[config.mk]
export PLATFORM = sky130hd
export DESIGN_NAME = pipelined_prefix_adder
export DESIGN_NICKNAME = d
export VERILOG_FILES = /design/src/rtl/prefix_pkg.sv /design/src/rtl/pg_cell.sv /design/src/rtl/pipelined_prefix_adder.sv
export SDC_FILE = /design/constraint.sdc
export NUM_CORES = 1
export LEC_CHECK = 0
export ABC_AREA = 1
export CAP_MARGIN = 30
export CORE_ASPECT_RATIO = 0.8
export CORE_MARGIN = 2
export CORE_UTILIZATION = 53
export CTS_BUF_LIST = sky130_fd_sc_hd__clkbuf_4
export CTS_CLUSTER_SIZE = 25
export DETAILED_ROUTE_END_ITERATION = 16
export PLACE_DENSITY_LB_ADDON = 0.2
export RECOVER_POWER = 25
export SKIP_CTS_REPAIR_TIMING = 1
export SLEW_MARGIN = 20
export SYNTH_ARGS = -nofsm -noshare
export SYNTH_HDL_FRONTEND = slang
export SYNTH_SLANG_ARGS = --single-unit
[constraint.sdc]
create_clock -name clk -period 1 [get_ports clk]
set_input_delay 0.2 -clock clk [delete_from_list [all_inputs] [get_ports clk]]
set_output_delay 0.2 -clock clk [all_outputs]
set_load 0.05 [all_outputs]
[src/rtl/prefix_pkg.sv]
// Shared types and elaboration helpers for the pipelined prefix adder.
// Latency: n/a (types and constant functions only).
// Backpressure: n/a.
package prefix_pkg;

    typedef struct packed {
        logic g;
        logic p;
    } pg_t;

    function automatic int lat_f(input int levels, input int stage_levels);
        return 1 + (levels + stage_levels - 1) / stage_levels;
    endfunction

    // Index of the last prefix level evaluated inside stage group grp.
    function automatic int grp_end_f(input int grp, input int levels, input int stage_levels);
        int e;
        e = (grp + 1) * stage_levels;
        if (e > levels) e = levels;
        return e - 1;
    endfunction

endpackage

[src/rtl/pg_cell.sv]
// Kogge-Stone (g,p) combine of a high span with the adjacent lower span.
// Latency: combinational.
// Backpressure: none.
module pg_cell
    import prefix_pkg::*;
(
    input  pg_t hi,
    input  pg_t lo,
    output pg_t o
);

    assign o.g = hi.g | (hi.p & lo.g);
    assign o.p = hi.p & lo.p;

endmodule

[src/rtl/pipelined_prefix_adder.sv]
// WIDTH-bit Kogge-Stone add/sub, registered every STAGE_LEVELS prefix levels.
// Latency: 1 + ceil(LEVELS/STAGE_LEVELS) cycles, one beat per cycle.
// Backpressure: global stall while out_valid && !out_ready; all stages hold.
module pipelined_prefix_adder
    import prefix_pkg::*;
#(
    parameter int LEVELS       = 3,
    parameter int WIDTH        = 2 ** LEVELS,
    parameter int STAGE_LEVELS = 1
) (
    input  logic             clk,
    input  logic             rst_n,
    input  logic             in_valid,
    output logic             in_ready,
    input  logic [WIDTH-1:0] x,
    input  logic [WIDTH-1:0] y,
    input  logic             carry_in,
    input  logic             sub,
    output logic             out_valid,
    input  logic             out_ready,
    output logic [WIDTH-1:0] z,
    output logic             carry_out,
    output logic             overflow
);

    localparam int NGRP = lat_f(LEVELS, STAGE_LEVELS) - 1;

    if (LEVELS < 1 || WIDTH != 2 ** LEVELS || STAGE_LEVELS < 1 || STAGE_LEVELS > LEVELS) begin : g_bad_params
        $error("pipelined_prefix_adder: need LEVELS>=1, WIDTH==2**LEVELS, 1<=STAGE_LEVELS<=LEVELS");
    end

    logic stall;
    assign stall    = out_valid & ~out_ready;
    assign in_ready = ~stall;

    logic [WIDTH-1:0] yy, g0, p0;
    logic             c0_in;
    pg_t [WIDTH-1:0]  pg_in;

    assign yy    = sub ? ~y : y;
    assign c0_in = sub | carry_in;
    assign g0    = x & yy;
    assign p0    = x ^ yy;

    // The carry-in acts as generate bit -1; folding it into bit 0 lets every
    // group generate G[i] from the tree be the true carry out of bit i.
    always_comb begin
        for (int i = 0; i < WIDTH; i++) begin
            pg_in[i].g = g0[i];
            pg_in[i].p = p0[i];
        end
        pg_in[0].g = g0[0] | (p0[0] & c0_in);
    end

    pg_t [WIDTH-1:0]  st_pg  [NGRP];
    logic [WIDTH-1:0] st_po  [NGRP];
    logic [NGRP-1:0]  st_c0;
    logic [NGRP-1:0]  st_vld;

    pg_t [WIDTH-1:0]  lvl_in  [LEVELS];
    pg_t [WIDTH-1:0]  lvl_out [LEVELS];

    for (genvar k = 0; k < LEVELS; k++) begin : g_lvl
        localparam int D = 1 << k;
        if (k % STAGE_LEVELS == 0) begin : g_from_reg
            assign lvl_in[k] = st_pg[k / STAGE_LEVELS];
        end else begin : g_from_comb
            assign lvl_in[k] = lvl_out[k-1];
        end
        for (genvar i = 0; i < WIDTH; i++) begin : g_bit
            if (i >= D) begin : g_cell
                pg_cell u_cell (
                    .hi (lvl_in[k][i]),
                    .lo (lvl_in[k][i-D]),
                    .o  (lvl_out[k][i])
                );
            end else begin : g_pass
                assign lvl_out[k][i] = lvl_in[k][i];
            end
        end
    end

    logic [WIDTH-1:0] carry;
    logic [WIDTH-1:0] z_nxt;

    always_comb begin
        for (int i = 0; i < WIDTH; i++) carry[i] = lvl_out[LEVELS-1][i].g;
        z_nxt = st_po[NGRP-1] ^ {carry[WIDTH-2:0], st_c0[NGRP-1]};
    end

    always_ff @(posedge clk or negedge rst_n) begin
        if (!rst_n) begin
            for (int s = 0; s < NGRP; s++) begin
                st_pg[s] <= '0;
                st_po[s] <= '0;
            end
            st_c0     <= '0;
            st_vld    <= '0;
            out_valid <= 1'b0;
            z         <= '0;
            carry_out <= 1'b0;
            overflow  <= 1'b0;
        end else if (!stall) begin
            st_pg[0]  <= pg_in;
            st_po[0]  <= p0;
            st_c0[0]  <= c0_in;
            st_vld[0] <= in_valid;
            for (int s = 1; s < NGRP; s++) begin
                st_pg[s]  <= lvl_out[grp_end_f(s - 1, LEVELS, STAGE_LEVELS)];
                st_po[s]  <= st_po[s-1];
                st_c0[s]  <= st_c0[s-1];
                st_vld[s] <= st_vld[s-1];
            end
            out_valid <= st_vld[NGRP-1];
            z         <= z_nxt;
            carry_out <= carry[WIDTH-1];
            overflow  <= carry[WIDTH-1] ^ carry[WIDTH-2];
        end
    end

endmodule

Word-level counts from Yosys, hierarchy flattened
Index checks and enable logic that the tools add are counted.
{"block": "op_classes", "bitwise_logic": 55, "muxes": 1}
{"cell": "bitwise AND 1 bit", "count": 29}
{"cell": "bitwise OR 1 bit", "count": 19}
{"cell": "bitwise XOR 8 bit", "count": 2}
{"cell": "bitwise AND 8 bit", "count": 1}
{"cell": "2-to-1 mux 8 bit", "count": 1}
{"cell": "inverter 8 bit", "count": 1}
{"cell": "inverter 1 bit", "count": 2}
{"cell": "bitwise XOR 1 bit", "count": 1}
{"block": "totals", "in_bits": 22, "ff_bits": 82, "wordCells": 106}

Longest topological paths before layout
Gate-level depths: netlist (run 1).
{"block": "depth", "depth_word": 5, "depth_mapped": 6}

Hierarchy
From an unflattened synthesis (run 1), not the netlist that was laid out.
{"block": "hier_totals", "cells_unflattened": 457, "area_unflattened_um2": 3627.2}
{"module": "pipelined_prefix_adder", "area_per_inst_um2": 3308.2, "cells_each": 372, "n_inst": 1}
{"module": "pg_cell", "area_per_inst_um2": 18.8, "cells_each": 5, "n_inst": 17}

Least setup slack after synthesis (run 1)
Ideal clock, no wire load.
{"block": "synth_path", "path_kind": "register to register", "from": "register out_valid", "to": "register st_pg, in the netlist carry[0]", "arrival_ns": 1.220, "n_path_buf": 1, "path_slack_ns": -0.336, "setup_time_ns": 0.117, "path_stages_with_launch": 5, "required_time_ns": 0.883, "path_cell_list": "dfrtp_1 -> nand2_2 -> buf_2 -> nand2_1 -> nand2_1"}
{"block": "synth_between", "elab_chain_len": 1}
{"item": "from (decl)", "line": "pipelined_prefix_adder.sv:19", "text": "output logic out_valid,"}
{"item": "from (signal assigned)", "line": "pipelined_prefix_adder.sv:114", "text": "out_valid <= st_vld[NGRP-1];"}
{"item": "bitwise AND 1 bit", "line": "pipelined_prefix_adder.sv:33", "text": "assign stall = out_valid & ~out_ready;"}
{"item": "to (signal, indexed assignment)", "line": "pipelined_prefix_adder.sv:109", "text": "st_pg[s] <= lvl_out[grp_end_f(s - 1, LEVELS, STAGE_LEVELS)];"}
{"item": "to (decl)", "line": "pipelined_prefix_adder.sv:55", "text": "pg_t [WIDTH-1:0] st_pg [NGRP];"}
Every way passes these cells.
A chain may end at the register's enable or synchronous reset.

Final worst setup path (run 1)
{"block": "layout_path", "from": "register out_valid", "to": "output port in_ready"}
{"block": "layout_between", "elab_chain_len": 2}
{"item": "bitwise AND 1 bit", "line": "pipelined_prefix_adder.sv:33"}
{"item": "inverter 1 bit", "line": "pipelined_prefix_adder.sv:34", "text": "assign in_ready = ~stall;"}
{"item": "to (decl)", "line": "pipelined_prefix_adder.sv:14", "text": "output logic in_ready,"}
Every way passes these cells.

==> results of run 1 <==
==> cell type report <==
| class | count | share of cell area, % |
|---|---|---|
| clock buffer | 9 | 1.40 |
| clock inverter | 7 | 1.22 |
| inverter | 25 | 1.95 |
| multi-input combinational | 227 | 31.7 |
| sequential | 75 | 39.0 |
| tap | 81 | 2.10 |
| timing repair buffer | 75 | 22.6 |
==> worst max-delay path: stages (launching register included) <==
cell	delay, ns
dfrtp_2	0.45
nand2_4	0.08
buf_12	0.12
buf_12	0.13
==> cells by family after synthesis <==
logic type / synth area share (%)
flops: 58.7
fa+ha+maj: 3.13
buf+inv: 7.08
compound gates: 9.98
simple gates: 17.6
xor+xnor: 3.56
==> per-layer routing <==
metal  routed length (um)  part of all wire, %  global-route usage, %  vias up
li1                     -                    -                      -     1235
met1                 3480                   42                   24.4     1269
met2                 4230                   51                   28.8       75
met3                  358                  4.4                   7.18       14
met4                  148                  1.8                   5.89        0
met5                    0                    0                      0        -
==> cells in the final DEF, fill, tap and decap left out, drive strengths merged <==
master,Yosys,final
buf,16,44
ha,8,8
o21ai,43,43
bufinv,0,1
dlygate4sd3,0,1
clkdlybuf4s50,0,19
xnor2,5,5
a21oi,14,14
or2,1,1
clkinv,0,5
nand2,131,131
nand3,11,11
o22ai,3,3
dfrtp,75,75
clkbuf,0,19
clkinvlp,0,1
nor2,1,1
o31ai,2,2
inv,25,25
dlymetal6s2s,0,1
xor2,8,8
==> worst max path at each step <==
stage / start / cells after the start / endpoint / slack (ns)
after global routing: out_valid$_DFFE_PN0N_ / 3 / in_ready / -0.46
after floorplan: out_valid$_DFFE_PN0N_ / 6 / z[0]$_DFFE_PN0N_ / -0.15
after CTS: out_valid$_DFFE_PN0N_ / 3 / in_ready / -0.52
final: out_valid$_DFFE_PN0N_ / 3 / in_ready / -0.41
after detailed placement: sub / 6 / st_po[22]$_DFFE_PN0N_ / -0.56
after global placement: sub / 6 / lvl_in[46]$_DFFE_PN0N_ / -0.48
==> where the power goes <==
group	internal, mW	leakage, nW	switching [mW]
Sequential	4.31	0.931	1.30
Combinational	3.52	1.43	3.70
Clock	0.729	0.0682	1.02
==> per-stage QoR <==
stage	cells	total power, mW
global placement	456	10.0
detailed placement	456	10.2
finish	499	14.6
CTS	472	11.9
floorplan	343	8.09
global route	499	15.3
==> flip-flops by register name, summed over array words and instances (netlist names) <==
register and count:
lvl_in 31, st_po 23, z 8, carry 4, st_c0 3, st_vld 3, carry_out 1, out_valid 1
overflow 1
==> impl_results.md, run 1 <==
* Residual DRC at 0
* Slew Limit Headroom at 56.0%
* Clk root buf: clkbuf_4
* Synth cell types at 19
* Skew-Pair Late Insertion Delay at roughly 0.43 ns
* Reg area at roughly 1900 um^2
* Sequential area share after synthesis at 58.7%
* Hold Startpoint: sub
* DRT antenna net count at 0
* Warnings from Yosys at 0
* Placed wire-length estimate at between 3 and 4 mm
* CORE AREA at 5880 um^2
* Largest area contributor in the netlist: dfrtp_1
* Setup slack after layout at -0.409 ns
* Vias in the first global route at 2168
* Clock tree buffer depth at 2
* Setup TNS at -18.20 ns
* Total power divided by cell area at 3030 nW/um^2
* # fillers at ~360
* Antenna violations before repair at 0
* RSZ-0062 raised after global routing: yes
* Final hold violations at 0
* Status: finished with violations
* NumNets Final at ~440
* R2R depth at 6
* DR iter-0 viols at between 150 and 200
* Post-synth top cells: 130 x nand2_1, 75 x dfrtp_1, 26 x o21ai_1, 24 x inv_1, 17 x o21ai_0
* IO Pins at 34
* Total Routing Usage GR at between 10% and 20%
* Layout cells sized above 1 at between 30% and 40%
* Share of the synthesized area in the top cell type at around three fifths
* Fin util at between 80% and 90%
* Vias per inst at about 5.2
* Initial core utilization at a little over half
* Setup violations, final at 86
* First-pass detailed-route iteration total at 4
* Worst Setup End Kind: output port
* Worst hold margin at roughly 0.30 ns
* Max VDD drop at between 1 and 1.5 mV
* Final Cycle Share at 141%
* Routability Congestion at between 0.7 and 0.8
* Cells after synthesis at about 340
* Inserted Diodes at 0
* Hold endpoint: st_c0[0]$_DFFE_PN0N_
* H-tree depth at 3
* Tmin final at approximately 1.4 ns
* Pin count of the biggest net entering global routing at 76
* Mapped cell area at roughly 3200 um^2
* Post-DP Area at 3820 um^2
* Total grt overflow at 0
* Die X at a little over 90 um
* FF-to-FF Start: out_valid$_DFFE_PN0N_
* Worst-Margin Slew at 0.659 ns
* FFs w/ async S/R, synth at 100%
* WL per Instance at ~16 um
* Hold WC Path Type: input port to flop
* # rows at 25
* Syn Area/Cell at about 9.3 um^2
* Most frequent cell after synthesis: nand2_1
* Port Buffers at 33
* WP data arrival at around 1.2 ns
* Final Cell Area at 4810 um^2
* Failing checks: setup timing
* Syn nets at about 370
* CTS Buf Count at 9
* # clock sinks at 75
* CP Max Fanout at 6
* Vias post-DR at about 2600
* Skew final at ~0.013 ns
* Final wirelength at roughly 8 mm
* Die area at between 6000 and 7000 um^2
* P&R area growth vs syn at 50.5%
* CTS tree: built
* FF-to-FF setup slack at -0.31 ns
* Leakage at roughly 2.4 nW
* Setup CP Type: flop to output port
* #FFs+latches synth at 75
* CTS clk-pin slew, worst paths at roughly 0.11 ns
* Top_reg_cell synth: dfrtp_1
* Synth top area cells: dfrtp_1 59%, nand2_1 15%, o21ai_1 4.1%
* Min-Delay Path Depth at 5
* Max_cap viols at 0
* Crit path launch type: flop
* Worst path required time at ~0.80 ns
* Die height at between 70 and 80 um
* Max frequency at slightly above 700 MHz
* FF-to-FF End: st_po[8]$_DFFE_PN0N_
* First-pass GRT wire length at 9.54 mm
* Setup WS pre-CTS at -0.559 ns
* Multi-input gate area at 1530 um^2
* Pins over their slew limit at 0
* Number of synthesized flops with an enable pin at 0
No activity file was read; power rests on OpenSTA's default activity.
==> inputs of run 2 (changes only) <==
==> constraint.sdc (replaced) <==
create_clock -name clk -period 1 [get_ports clk]
set_input_delay 0.2 -clock clk [delete_from_list [all_inputs] [get_ports clk]]
set_output_delay 0.2 -clock clk [all_outputs]
set_load 0.005 [all_outputs]
==> impl_results.md, run 2 (synthesis gave the netlist of run 1 again) <==
* NumNets Final at 437 (-1.4%)
* CTS tree: built
* Max VDD drop at 0.874 mV (-40%)
* First-pass detailed-route iteration total at 4 (unchanged)
* IO Pins at 34 (unchanged)
* Failing checks: setup timing
* Skew-Pair Late Insertion Delay at 0.40 ns (-0.03 ns)
* Total power divided by cell area at 2750 nW/um^2 (-9.0%)
* CTS clk-pin slew, worst paths at 0.11 ns (about the same)
* Vias per inst at 5.08 (-2.3%)
* Residual DRC at 0 (unchanged)
* # fillers at 456 (+28%)
* Most common cell after layout, fill and taps aside: nand2_1
* H-tree depth at 3 (unchanged)
* Setup violations, final at 124 (+44%)
* Tmin final at 1.32 ns (-0.0862 ns)
* RSZ-0062 raised after global routing: yes
* Inserted Diodes at 0 (unchanged)
* Status: finished with violations
* CP Max Fanout at 8 (+2)
* Sequential Power Share at 45.1% (+6.6 points)
* Pin count of the biggest net entering global routing at 57 (-25%)
* Hold WC Path Type: input port to flop
* Placed wire-length estimate at 3.82 mm (+2.9%)
* CTS Buf Count at 9 (unchanged)
* Fin util at 71.0% (-11 points)
* Worst Setup End Kind: flop
* Setup slack after layout at -0.323 ns (+0.0862 ns)
* Worst path required time at 1.34 ns (+0.54 ns)
* Clock tree buffer depth at 2 (unchanged)
* CORE AREA at 5880 um^2 (unchanged)
* Total Routing Usage GR at 19.4% (+0.85 points)
* Largest register FFs at 31 (unchanged)
* WP data arrival at 1.66 ns (+0.45 ns)
* # rows at 25 (unchanged)
* Final wirelength at 7.19 mm (-13%)
* Int Pwr at 7.34 mW (-14%)
* Setup CP Type: flop to flop
* Setup TNS at -19.85 ns (-1.65 ns)
* Final Cycle Share at 132% (-8.6 points)
* Port Buffers at 33 (unchanged)
* Antenna violations before repair at 0 (unchanged)
* Die area at 6680 um^2 (unchanged)
* Slew Limit Headroom at 48.0% (-8.0 points)
* Routability Congestion at 0.767 (-2.1%)
* Skew final at 0.0114 ns (-0.00193 ns)
* P&R area growth vs syn at 30.6%
* Overall power at 11.5 mW (-21%)
* Max_cap viols at 0 (unchanged)
* Psw at 4.17 mW (-31%)
* Vias post-DR at 2502 (-3.5%)
* Die X at 90.9 um (unchanged)
* Leakage at 2.06 nW (-15%)
* WL per Instance at 14.6 um (-11%)
* DR iter-0 viols at 258 (+64%)
* Final hold violations at 0 (unchanged)
* Commonest non-fill, non-tap cells in the layout: 126 x nand2_1, 75 x dfrtp_1, 29 x o21ai_1
* Vias in the first global route at 2175 (+0.32%)
* Worst-Margin Slew at 0.779 ns (+0.120 ns)
* Clock share of power at 14.9% (+2.9 points)
* Max frequency at 756 MHz (+6.5%)
* Die height at 73.5 um (unchanged)
* Layout cells sized above 1 at 17.5% (-22 points)
* Initial core utilization at 54.4% (unchanged)
* Clk root buf: clkbuf_4
* DRT antenna net count at 0 (unchanged)
* Pins over their slew limit at 0 (unchanged)
* # clock sinks at 75 (unchanged)
* Switching part of the total at 36.2% (-5.1 points)
* Crit path launch type: flop
* Total grt overflow at 0 (unchanged)
* First-pass GRT wire length at 9.97 mm (+4.5%)
* Gate power share at 40.0% (-9.5 points)
* Worst hold margin at 0.362 ns (+0.0654 ns)
[run 2: cell count changes in the layout (fill, tap and decap cells not counted), moves of 10 or more]
cell      change
o21ai_2      -19
nand2_4      -24
nand2_1      +62
o21ai_0      +12
buf_12       -13
clkbuf_2     +10
nand2_2      -39
[run 2: final timing paths]
path                       cells past startpoint             startpoint  slack [ns]               endpoint
setup / recovery                               7  out_valid$_DFFE_PN0N_       -0.32  st_po[10]$_DFFE_PN0N_
hold / removal                                 3               in_valid        0.36  st_vld[0]$_DFFE_PN0N_
setup reg to reg                               7  out_valid$_DFFE_PN0N_       -0.32  st_po[10]$_DFFE_PN0N_
hold reg to reg                                2  st_vld[2]$_DFFE_PN0N_        0.47  out_valid$_DFFE_PN0N_
max in group asynchronous                      3                  rst_n       -0.04  st_po[10]$_DFFE_PN0N_
min in group asynchronous                      2                  rst_n        0.37       z[6]$_DFFE_PN0N_
[run 2: worst max-delay path: stages, from the launching register on]
cell       delay [ns]
dfrtp_1          0.39
buf_4            0.14
inv_4            0.03
nor2_4           0.21
buf_12           0.19
clkbuf_16        0.17
nand2_1          0.06
nand2_1          0.06
[run 2: power groups by stage]
stage               clock network, mW  logic (mW)  registers, mW
floorplan                           0        2.26           5.00
global placement                    0        3.26           5.13
detailed placement                  0        3.38           5.17
CTS                              1.77        3.40           5.10
global route                     1.92        5.13           5.34
finish                           1.72        4.60           5.18
[run 2: metrics by stage]
step	setup WS, ns	cell area (um^2)	std cells
floorplan	0.00652	3210	343
global placement	-0.619	3620	453
CTS	-0.684	3750	469
detailed placement	-0.606	3620	453
finish	-0.323	4180	493
global route	-0.388	4180	493
[run 2: metal layers]
layer / global-route usage, % / wire (um) / vias to the layer above
met3: 7.38 / 535 / 17
li1: - / - / 1227
met2: 30.4 / 3370 / 99
met5: 0 / 0 / -
met1: 25.7 / 3130 / 1159
met4: 5.22 / 161 / 0
[run 2: area by class of cell]
| class | instances | area, um^2 | area share (%) |
|---|---|---|---|
| sequential | 75 | 1880 | 44.9 |
| inverter | 25 | 96.3 | 2.31 |
| clock buffer | 9 | 67.6 | 1.62 |
| timing repair buffer | 69 | 795 | 19.0 |
| multi-input combinational | 227 | 1180 | 28.3 |
| tap | 81 | 101 | 2.43 |
| clock inverter | 7 | 58.8 | 1.41 |
==> inputs of run 3 (changes only) <==
--- a/config.mk
+++ b/config.mk
@@ -15,7 +15,6 @@
 export DETAILED_ROUTE_END_ITERATION = 16
 export PLACE_DENSITY_LB_ADDON = 0.2
 export RECOVER_POWER = 25
-export SKIP_CTS_REPAIR_TIMING = 1
 export SLEW_MARGIN = 20
 export SYNTH_ARGS = -nofsm -noshare
 export SYNTH_HDL_FRONTEND = slang
==> impl_results.md, run 3 (synthesis gave the netlist of run 1 again) <==
* Status: finished with violations
* Failing checks: setup timing
* Tmin final at 1.36 ns (+0.0384 ns)
* Vias post-DR at 2549 (+1.9%)
* Setup CP Type: flop to flop
* # rows at 25 (unchanged)
* Inserted Diodes at 0 (unchanged)
* Slew Limit Headroom at 47.1% (-0.94 points)
* Vias per inst at 5.15 (+1.5%)
* Multi-input gate area at 1410 um^2 (+19%)
* Layout cells sized above 1 at 31.2% (+14 points)
* Non-Filler Instances at 495 (+0.41%)
* Total Routing Usage GR at 25.4% (+6.1 points)
* Final wirelength at 7.84 mm (+9.1%)
* Fin util at 77.3% (+6.2 points)
* Total grt overflow at 0 (unchanged)
* Final hold violations at 0 (unchanged)
* Worst-Margin Slew at 0.793 ns (+0.0141 ns)
* CORE AREA at 5880 um^2 (unchanged)
* Final Cycle Share at 136% (+3.8 points)
* Worst Path Buf+Inv at 5 (+1)
* Pin count of the biggest net entering global routing at 38 (-33%)
* Worst hold margin at 0.358 ns (-0.00456 ns)
* # fillers at 401 (-12%)
* Die X at 90.9 um (unchanged)
* Total power divided by cell area at 2820 nW/um^2 (+2.3%)
* Clk root buf: clkbuf_4
* Skew-Pair Late Insertion Delay at 0.42 ns (+0.02 ns)
* Placed wire-length estimate at 3.82 mm (unchanged)
* FF-to-FF Start: out_valid$_DFFE_PN0N_
* Initial core utilization at 54.4% (unchanged)
* RSZ-0062 raised after global routing: yes
* Routability Congestion at 0.767 (unchanged)
* DRT antenna net count at 0 (unchanged)
* IO Pins at 34 (unchanged)
* Max frequency at 734 MHz (-2.8%)
* Residual DRC at 0 (unchanged)
* Reg area at 1880 um^2 (unchanged)
* CTS clk-pin slew, worst paths at 0.11 ns (about the same)
* WL per Instance at 15.8 um (+8.6%)
* CTS tree: built
* Largest register FFs at 31 (unchanged)
* Crit path launch type: flop
* Max VDD drop at 0.912 mV (+4.4%)
* WP data arrival at 1.68 ns (+0.02 ns)
* Vias in the first global route at 2597 (+19%)
* Skew final at 0.00881 ns (-0.00261 ns)
* # clock sinks at 75 (unchanged)
* P&R area growth vs syn at 42.1%
* Leakage at 2.34 nW (+13%)
* Placed insts at 453 (unchanged)
* Worst Setup End Kind: flop
* Max_cap viols at 0 (unchanged)
* H-tree depth at 3 (unchanged)
* First-pass detailed-route iteration total at 4 (unchanged)
* Clock tree buffer depth at 2 (unchanged)
* FF-to-FF setup slack at -0.36 ns (-0.04 ns)
* Final Cell Area at 4540 um^2 (+8.8%)
* Commonest non-fill, non-tap cells in the layout: 87 x nand2_1, 75 x dfrtp_1, 25 x nand2_2
* Slowest stage delay, CP at 0.42 ns (+0.03 ns)
* Antenna violations before repair at 0 (unchanged)
* CTS Buf Count at 9 (unchanged)
* Die area at 6680 um^2 (unchanged)
* First-pass GRT wire length at 12.9 mm (+29%)
* Setup slack after layout at -0.362 ns (-0.0384 ns)
* Setup violations, final at 124 (unchanged)
* Worst path required time at 1.32 ns (-0.02 ns)
* Hold WC Path Type: input port to async pin
* NumNets Final at 439 (+0.46%)
* CP Max Fanout at 7 (-1)
* Die height at 73.5 um (unchanged)
* Port Buffers at 33 (unchanged)
* DR iter-0 viols at 190 (-26%)
* Post-DP Area at 3620 um^2 (unchanged)
* Most common cell after layout, fill and taps aside: nand2_1
* Most used cell, CP: buf_6
* Top cell family by delay on the critical path: buffers and inverters
* R2R depth at 7 (unchanged)
* FF-to-FF End: lvl_in[10]$_DFFE_PN0N_
* Crit path cell chain: buf_6, buf_6, inv_4, nor2_4, buf_12, buf_16, o31ai_2
* Pins over their slew limit at 0 (unchanged)
* Slowest cell on the critical path: dfrtp_1
## run 3: area by class of cell
type | count | area share [%]
clock buffers | 9 | 1.49
multi-input cells | 227 | 30.9
repair buffers | 71 | 20.6
clock inverters | 7 | 1.29
flip-flops and latches | 75 | 41.3
inverters | 25 | 2.12
well taps | 81 | 2.23
## run 3: metal layers
metal / vias up / global-route usage (%) / part of all wire [%]
met1: 1202 / 31.9 / 41
met2: 100 / 43.9 / 50
met3: 16 / 7.49 / 7.0
li1: 1231 / - / -
met5: - / 0 / 0
met4: 0 / 7.24 / 2.4
## run 3: power by group
group / switching [mW] / total (mW) / internal [mW]
clock network: 1.03 / 1.76 / 0.729
registers: 1.06 / 5.36 / 4.30
logic: 2.72 / 5.69 / 2.97
total: 4.81 / 12.8 / 8.00
## run 3: worst max path at each step
stage                          start                      to  slack (ns)  cells after the start
2_1_floorplan                    sub  lvl_in[33]$_DFFE_PN0N_       0.007                      5
3_3_place_gp               out_ready                in_ready       -0.62                      4
3_5_place_dp               out_ready                in_ready       -0.61                      4
4_1_cts        out_valid$_DFFE_PN0N_                in_ready       -0.34                      3
5_1_grt        out_valid$_DFFE_PN0N_  lvl_in[10]$_DFFE_PN0N_       -0.43                      7
6_report       out_valid$_DFFE_PN0N_  lvl_in[10]$_DFFE_PN0N_       -0.36                      7
## run 3: worst reg2reg max path, delay by kind of cell (launching register included)
family          cells  cell delay, ns
compound gates      1            0.21
simple gates        1            0.05
flops               1            0.42
buf+inv             5            0.61
## run 3: per-stage QoR
step	setup TNS [ns]	power [mW]	worst slack, ns
after floorplan	0	7.26	0.00652
after global placement	-31.63	8.39	-0.619
after detailed placement	-32.11	8.54	-0.606
after CTS	-21.91	11.7	-0.340
after global routing	-35.06	13.7	-0.434
final	-22.61	12.8	-0.362
## run 3: what timing repair did
| item | in CTS | in global routing |
|---|---|---|
| resized for setup | 98 | 66 |
| setup endpoints to repair | 87 | 87 |
| hold buffers | 1 | 0 |
| hold endpoints to repair | 75 | 0 |
| pin swaps | 5 | 12 |
| setup buffers | 9 | 4 |
| gates cloned | 10 | 2 |
